[config.mk]
export PLATFORM = sky130hd
export DESIGN_NAME = fetch_unit
export DESIGN_NICKNAME = d
export VERILOG_FILES = /design/src/rtl/fetch_pkg.sv /design/src/rtl/fetch_unit_pc_reg.sv /design/src/rtl/fetch_unit.sv
export SDC_FILE = /design/constraint.sdc
export NUM_CORES = 1
export LEC_CHECK = 0
export ABC_CLOCK_PERIOD_IN_PS = 2100
export BUFFER_PORTS_ARGS = -buffer_cell sky130_fd_sc_hd__buf_2
export CAP_MARGIN = 30
export CORE_MARGIN = 8
export CORE_UTILIZATION = 46
export CTS_CLUSTER_SIZE = 25
export DETAILED_ROUTE_END_ITERATION = 7
export GPL_TIMING_DRIVEN = 0
export HOLD_SLACK_MARGIN = 0.05
export MAX_ROUTING_LAYER = met4
export PLACE_DENSITY = 0.75
export SLEW_MARGIN = 20
export SYNTH_ARGS = -nofsm -noshare
export SYNTH_HDL_FRONTEND = slang
export SYNTH_SLANG_ARGS = --single-unit
[constraint.sdc]
create_clock -name Clk -period 2.1 [get_ports Clk]
set_clock_uncertainty 0.05 [all_clocks]
set_input_delay 0.21 -clock Clk [delete_from_list [all_inputs] [get_ports Clk]]
set_output_delay 0.21 -clock Clk [all_outputs]
set_load 0.01 [all_outputs]
[src/rtl/fetch_pkg.sv]
// fetch_pkg: shared fetch-stage state encoding and default widths/encodings.
package fetch_pkg;
  typedef enum logic [1:0] {IDLE, RUN, HALT} fetch_state_t;
  localparam int DEF_PC_W = 10;
  localparam int DEF_IW = 9;
  localparam logic [DEF_IW-1:0] DEF_HALT_INSTR = 9'h1FF;
endpackage

[src/rtl/fetch_unit_pc_reg.sv]
// pc_reg: program counter with load, wrapping increment and hold.
module pc_reg
  import fetch_pkg::*;
#(
  parameter int W = DEF_PC_W,
  parameter logic [W-1:0] RST_VAL = '0
) (
  input  logic         clk,
  input  logic         rst_n,
  input  logic         load,
  input  logic         inc,
  input  logic [W-1:0] load_val,
  output logic [W-1:0] pc_q
);
  always_ff @(posedge clk or negedge rst_n)
    if (!rst_n) pc_q <= RST_VAL;
    else if (load) pc_q <= load_val;
    else if (inc) pc_q <= pc_q + W'(1);
endmodule

[src/rtl/fetch_unit.sv]
// fetch_unit: PC/IR fetch stage with Start/Done run control, branch redirect and stall.
module fetch_unit
  import fetch_pkg::*;
#(
  parameter int PC_W = DEF_PC_W,
  parameter int IW = DEF_IW,
  parameter logic [PC_W-1:0] START_PC = '0,
  parameter logic [IW-1:0] HALT_INSTR = DEF_HALT_INSTR,
  parameter int CNT_W = 16
) (
  input  logic             Clk,
  input  logic             Reset_n,
  input  logic             Start,
  input  logic             Stall,
  input  logic             BranchTaken,
  input  logic [PC_W-1:0]  BranchTarget,
  output logic [PC_W-1:0]  RomAddr,
  input  logic [IW-1:0]    RomData,
  output logic [IW-1:0]    Instr,
  output logic             InstrValid,
  output logic             Done,
  output logic [CNT_W-1:0] InstrCount
);
  fetch_state_t state;
  logic halt_ir, run, redirect, load, inc;
  logic [PC_W-1:0] load_val;
  assign halt_ir = InstrValid && Instr == HALT_INSTR;
  assign run = state == RUN && !Stall;
  assign redirect = run && !halt_ir && InstrValid && BranchTaken;
  assign load = (state != RUN && Start) || redirect;
  assign inc = run && !halt_ir && !redirect;
  assign load_val = state == RUN ? BranchTarget : START_PC;
  pc_reg #(.W(PC_W), .RST_VAL(START_PC)) u_pc (
    .clk(Clk), .rst_n(Reset_n), .load(load), .inc(inc), .load_val(load_val), .pc_q(RomAddr)
  );
  always_ff @(posedge Clk or negedge Reset_n)
    if (!Reset_n) begin
      state <= IDLE;
      Instr <= '0;
      InstrValid <= 1'b0;
      Done <= 1'b0;
      InstrCount <= '0;
    end else begin
      case (state)
        IDLE, HALT:
          if (Start) begin
            state <= RUN;
            Done <= 1'b0;
            InstrValid <= 1'b0;
            InstrCount <= '0;
          end
        RUN:
          if (!Stall) begin
            if (halt_ir) begin
              state <= HALT;
              InstrValid <= 1'b0;
              Done <= 1'b1;
            end else if (redirect) InstrValid <= 1'b0;
            else begin
              Instr <= RomData;
              InstrValid <= 1'b1;
            end
            // the HALT word itself is not retired; counter saturates
            if (InstrValid && !halt_ir && ~&InstrCount) InstrCount <= InstrCount + CNT_W'(1);
          end
        default: state <= IDLE;
      endcase
    end
endmodule

==> impl_metrics.csv <==
group,metric,value,unit
clocking,cts_tree,"done",
sta,period_needed,2.05,ns
detailed_routing,routed_wl,5.27,mm
setup_path,cpPeakStageDelay,0.46,ns
setup_path,critPathCaptureType,"register",
clocking,cts_buffer_depth,2,
layout,final_cell_mix,"63 x buf_2, 37 x dfrtp_1, 16 x nand3_1",
detailed_routing,ant_nets,0,
setup_path,rr_endpoint,"InstrCount[14]",
clocking,clkTransAtPathRegs,0.08,ns
global_routing,track_usage,15.1,%
pwr,sequentialPowerShare,41.9,%
layout,final_common_cell,"buf_2",
setup_path,cp-start-kind,"register",
global_routing,grt_pass1_wl,8.66,mm
global_routing,grt_max_degree,40,
setup_path,r2r_slack,0.05,ns
synth,syn_nets,237,
pwr,power.total,2970,uW
synth,synth_cell_type_count,42,
detailed_routing,drtIter0Drc,89,
sta,slew_viol_final,0,
synth,yosys_warnings,0,
floorplanning,initial_utilization,47.5,%
global_routing,grt-ovfl-total,0,
setup_path,reg2regPathDepth,6,
sta,slew_headroom,60.2,%
floorplanning,fp-row-count,24,
sta,max_freq,0.488,GHz
detailed_routing,drc,0,
floorplanning,io_pins,61,
place,io_buffer_count,60,
setup_path,crit_path_cell_trace,"ha_2 -> and4_1 -> and4_4 -> or4_4 -> or4_1 -> a21oi_1",
synth,synth.area.top_cells,"dfrtp_1 47%, mux2_2 4.9%, nand3_1 3.9%, o21ai_0 3.6%, a21oi_1 3.4%",
detailed_routing,drtPass1Iterations,4,
run,cap_violations,0,
layout,post-route-util,60.5,%
sta,rsz0062_at_grt,"yes",
synth,synth_edf_count,0,
clocking,cts_htree_levels,2,
synth,seq_area_frac_synth,47.2,%
pwr,leakage,0.00125,uW
synth,ys_ff_latch,39,
clocking,clk_latency,0.29,ns
pwr,intPower,1840,uW
detailed_routing,viasPerCell,5.68,
hold_path,worstHoldPathType,"primary input to register",
synth,synth_area_leader_cell,"dfrtp_1",
sta,finalCritPeriodShare,97.5,%
layout,final_cells,337,
detailed_routing,wl_per_cell,15.6,um
clocking,cts.sinks,39,
synth,syn_area_per_cell,9.80,um2
synth,syn_area,2070,um2
clocking,numCtsBuffers,5,
synth,synthArstFlopShare,100,%
setup_path,path_class,"register to register",
layout,antenna_cells,0,
place,placed_area,2440,um2
setup_path,worst_ep_arrival_time,2.21,ns
floorplanning,die_w,83.1,um
setup_path,cp.required,2.27,ns
place,place.gp.congestion,0.812,
floorplanning,die_h,83.1,um
setup_path,crit_start,"InstrCount[0]",
layout,layout-drive-gt1-share,35.8,%
global_routing,grt_pass1_vias,1855,
layout,stdcell_area,2640,um2
floorplanning,coreArea,4350,um2
pwr,power_frac_clock,17.1,%
layout,num-nets-final,311,
layout,area_delta_synth_final,27.5,%
setup_path,reg2reg_from,"InstrCount[0]",
pwr,powerDensity,1130,nW/um2
clocking,cts-root-buf,"clkbuf_8",
pwr,p_sw_share,38.1,%
sta,worst_pin_slew,0.594,ns
synth,synth_ff_type,"dfrtp_1",
global_routing,antenna_found_initial,0,
outcome,status,"complete, no violations",
pwr,combPwrFrac,41.0,%
place,dp_cells,323,
setup_path,worstPathMaxFanout,6,
pwr,irDropWorstVdd,0.666,mV
floorplanning,die-area,6900,um2
synth,yosysTopAreaCellShare,47.2,%
pwr,p_switching,1130,uW
synth,syn_inst,211,
sta,setup_violations,0,
place,detailed_place_hpwl,3.83,mm
detailed_routing,vias,1913,
setup_path,crit_slowest_cell,"or4_4",
sta,hold_violations,0,
setup_path,crit_end,"InstrCount[14]",
[through the flow]
| stage | hold WS (ns) | setup WS [ns] | TNS, ns |
|---|---|---|---|
| 2_1_floorplan | -0.136 | -0.0587 | -0.0587 |
| 3_3_place_gp | 0.338 | -0.120 | -0.621 |
| 3_5_place_dp | 0.336 | -0.139 | -0.882 |
| 4_1_cts | 0.0872 | -0.0512 | -0.0512 |
| 5_1_grt | 0.0937 | -0.0135 | -0.0162 |
| 6_report | 0.102 | 0.0521 | 0 |
[layer usage]
| metal | up-vias | share of wire, % | global-route usage [%] |
|---|---|---|---|
| met4 | 0 | 0 | 2.40 |
| met3 | 0 | 6.5 | 5.37 |
| li1 | 949 | - | - |
| met5 | - | 0 | - |
| met1 | 901 | 49 | 19.8 |
| met2 | 63 | 45 | 22.2 |
[cell usage after synthesis (2+ instances only)]
library cell	instances
a21o_1	2
a21oi_1	14
a221o_1	2
a22o_1	6
a31o_2	2
a31oi_1	2
and3_1	7
and3b_1	2
and4_1	5
buf_2	3
clkbuf_1	5
dfrtp_1	39
ha_1	2
inv_1	8
mux2_2	9
nand2_1	13
nand2b_1	6
nand3_1	16
nand4_1	2
nor2_1	7
nor2b_1	2
nor3_1	2
nor3b_1	2
nor4_1	2
o21ai_0	15
o2bb2ai_1	3
o31ai_1	6
o32ai_1	2
or3_1	7
or4_1	5
xnor2_1	2
[final cells by class]
class,instances,area [um2]
Buffer,6,27.5
Clock buffer,6,82.6
Clock inverter,1,5.00
Fill cell,381,1720
Inverter,8,30.0
Multi-Input combinational cell,156,1070
Sequential cell,39,978
Tap cell,52,65.1
Timing Repair Buffer,69,380
[logic make-up after synthesis]
kind of cell	share of synthesized area, %
adders and majority gates	1.21
muxes	5.38
and+or+nand+nor	23.1
AOI/OAI and AO/OA	19.2
buffers and inverters	3.09
DFF	47.2
xor gates and xnor gates	0.847
[worst min-delay path by stage]
stage	start	end	slack [ns]	depth (start not counted)
2_1_floorplan	Reset_n	Done	-0.14	0
3_3_place_gp	Reset_n	u_pc.pc_q[0]	0.34	1
3_5_place_dp	Reset_n	InstrCount[4]	0.34	1
4_1_cts	BranchTarget[9]	u_pc.pc_q[9]	0.09	2
5_1_grt	RomData[3]	Instr[3]	0.09	2
6_report	BranchTarget[9]	u_pc.pc_q[9]	0.10	2
[state kept, by name (all words and copies together), names as in the netlist]
signal,cells
InstrCount,16
u_pc.pc_q,10
Instr,9
state,2
Done,1
InstrValid,1
[repair_timing]
action                     in CTS  in global routing
gates resized for setup         4                 13
setup buffers                   4                  2
hold endpoints to repair       39                  0
setup endpoints to repair      15                 27
hold buffers                    1                  0
pin swaps                       4                  2
gates cloned                    1                  0
[critical path, delay by kind of cell, from the launching register on]
family                     cells  cell delay [ns]
and+or+nand+nor                4             1.20
DFF                            1             0.39
AOI/OAI and AO/OA              1             0.15
adders and majority gates      1             0.19
[power by group through the flow]
stage,logic [uW],registers [uW],clock network [uW]
after floorplan,604,1320,0
after global placement,1110,1250,0
after detailed placement,1130,1250,0
after CTS,1190,1230,532
after global routing,1350,1290,557
final,1220,1240,507
(Power assumes the default switching activity.)
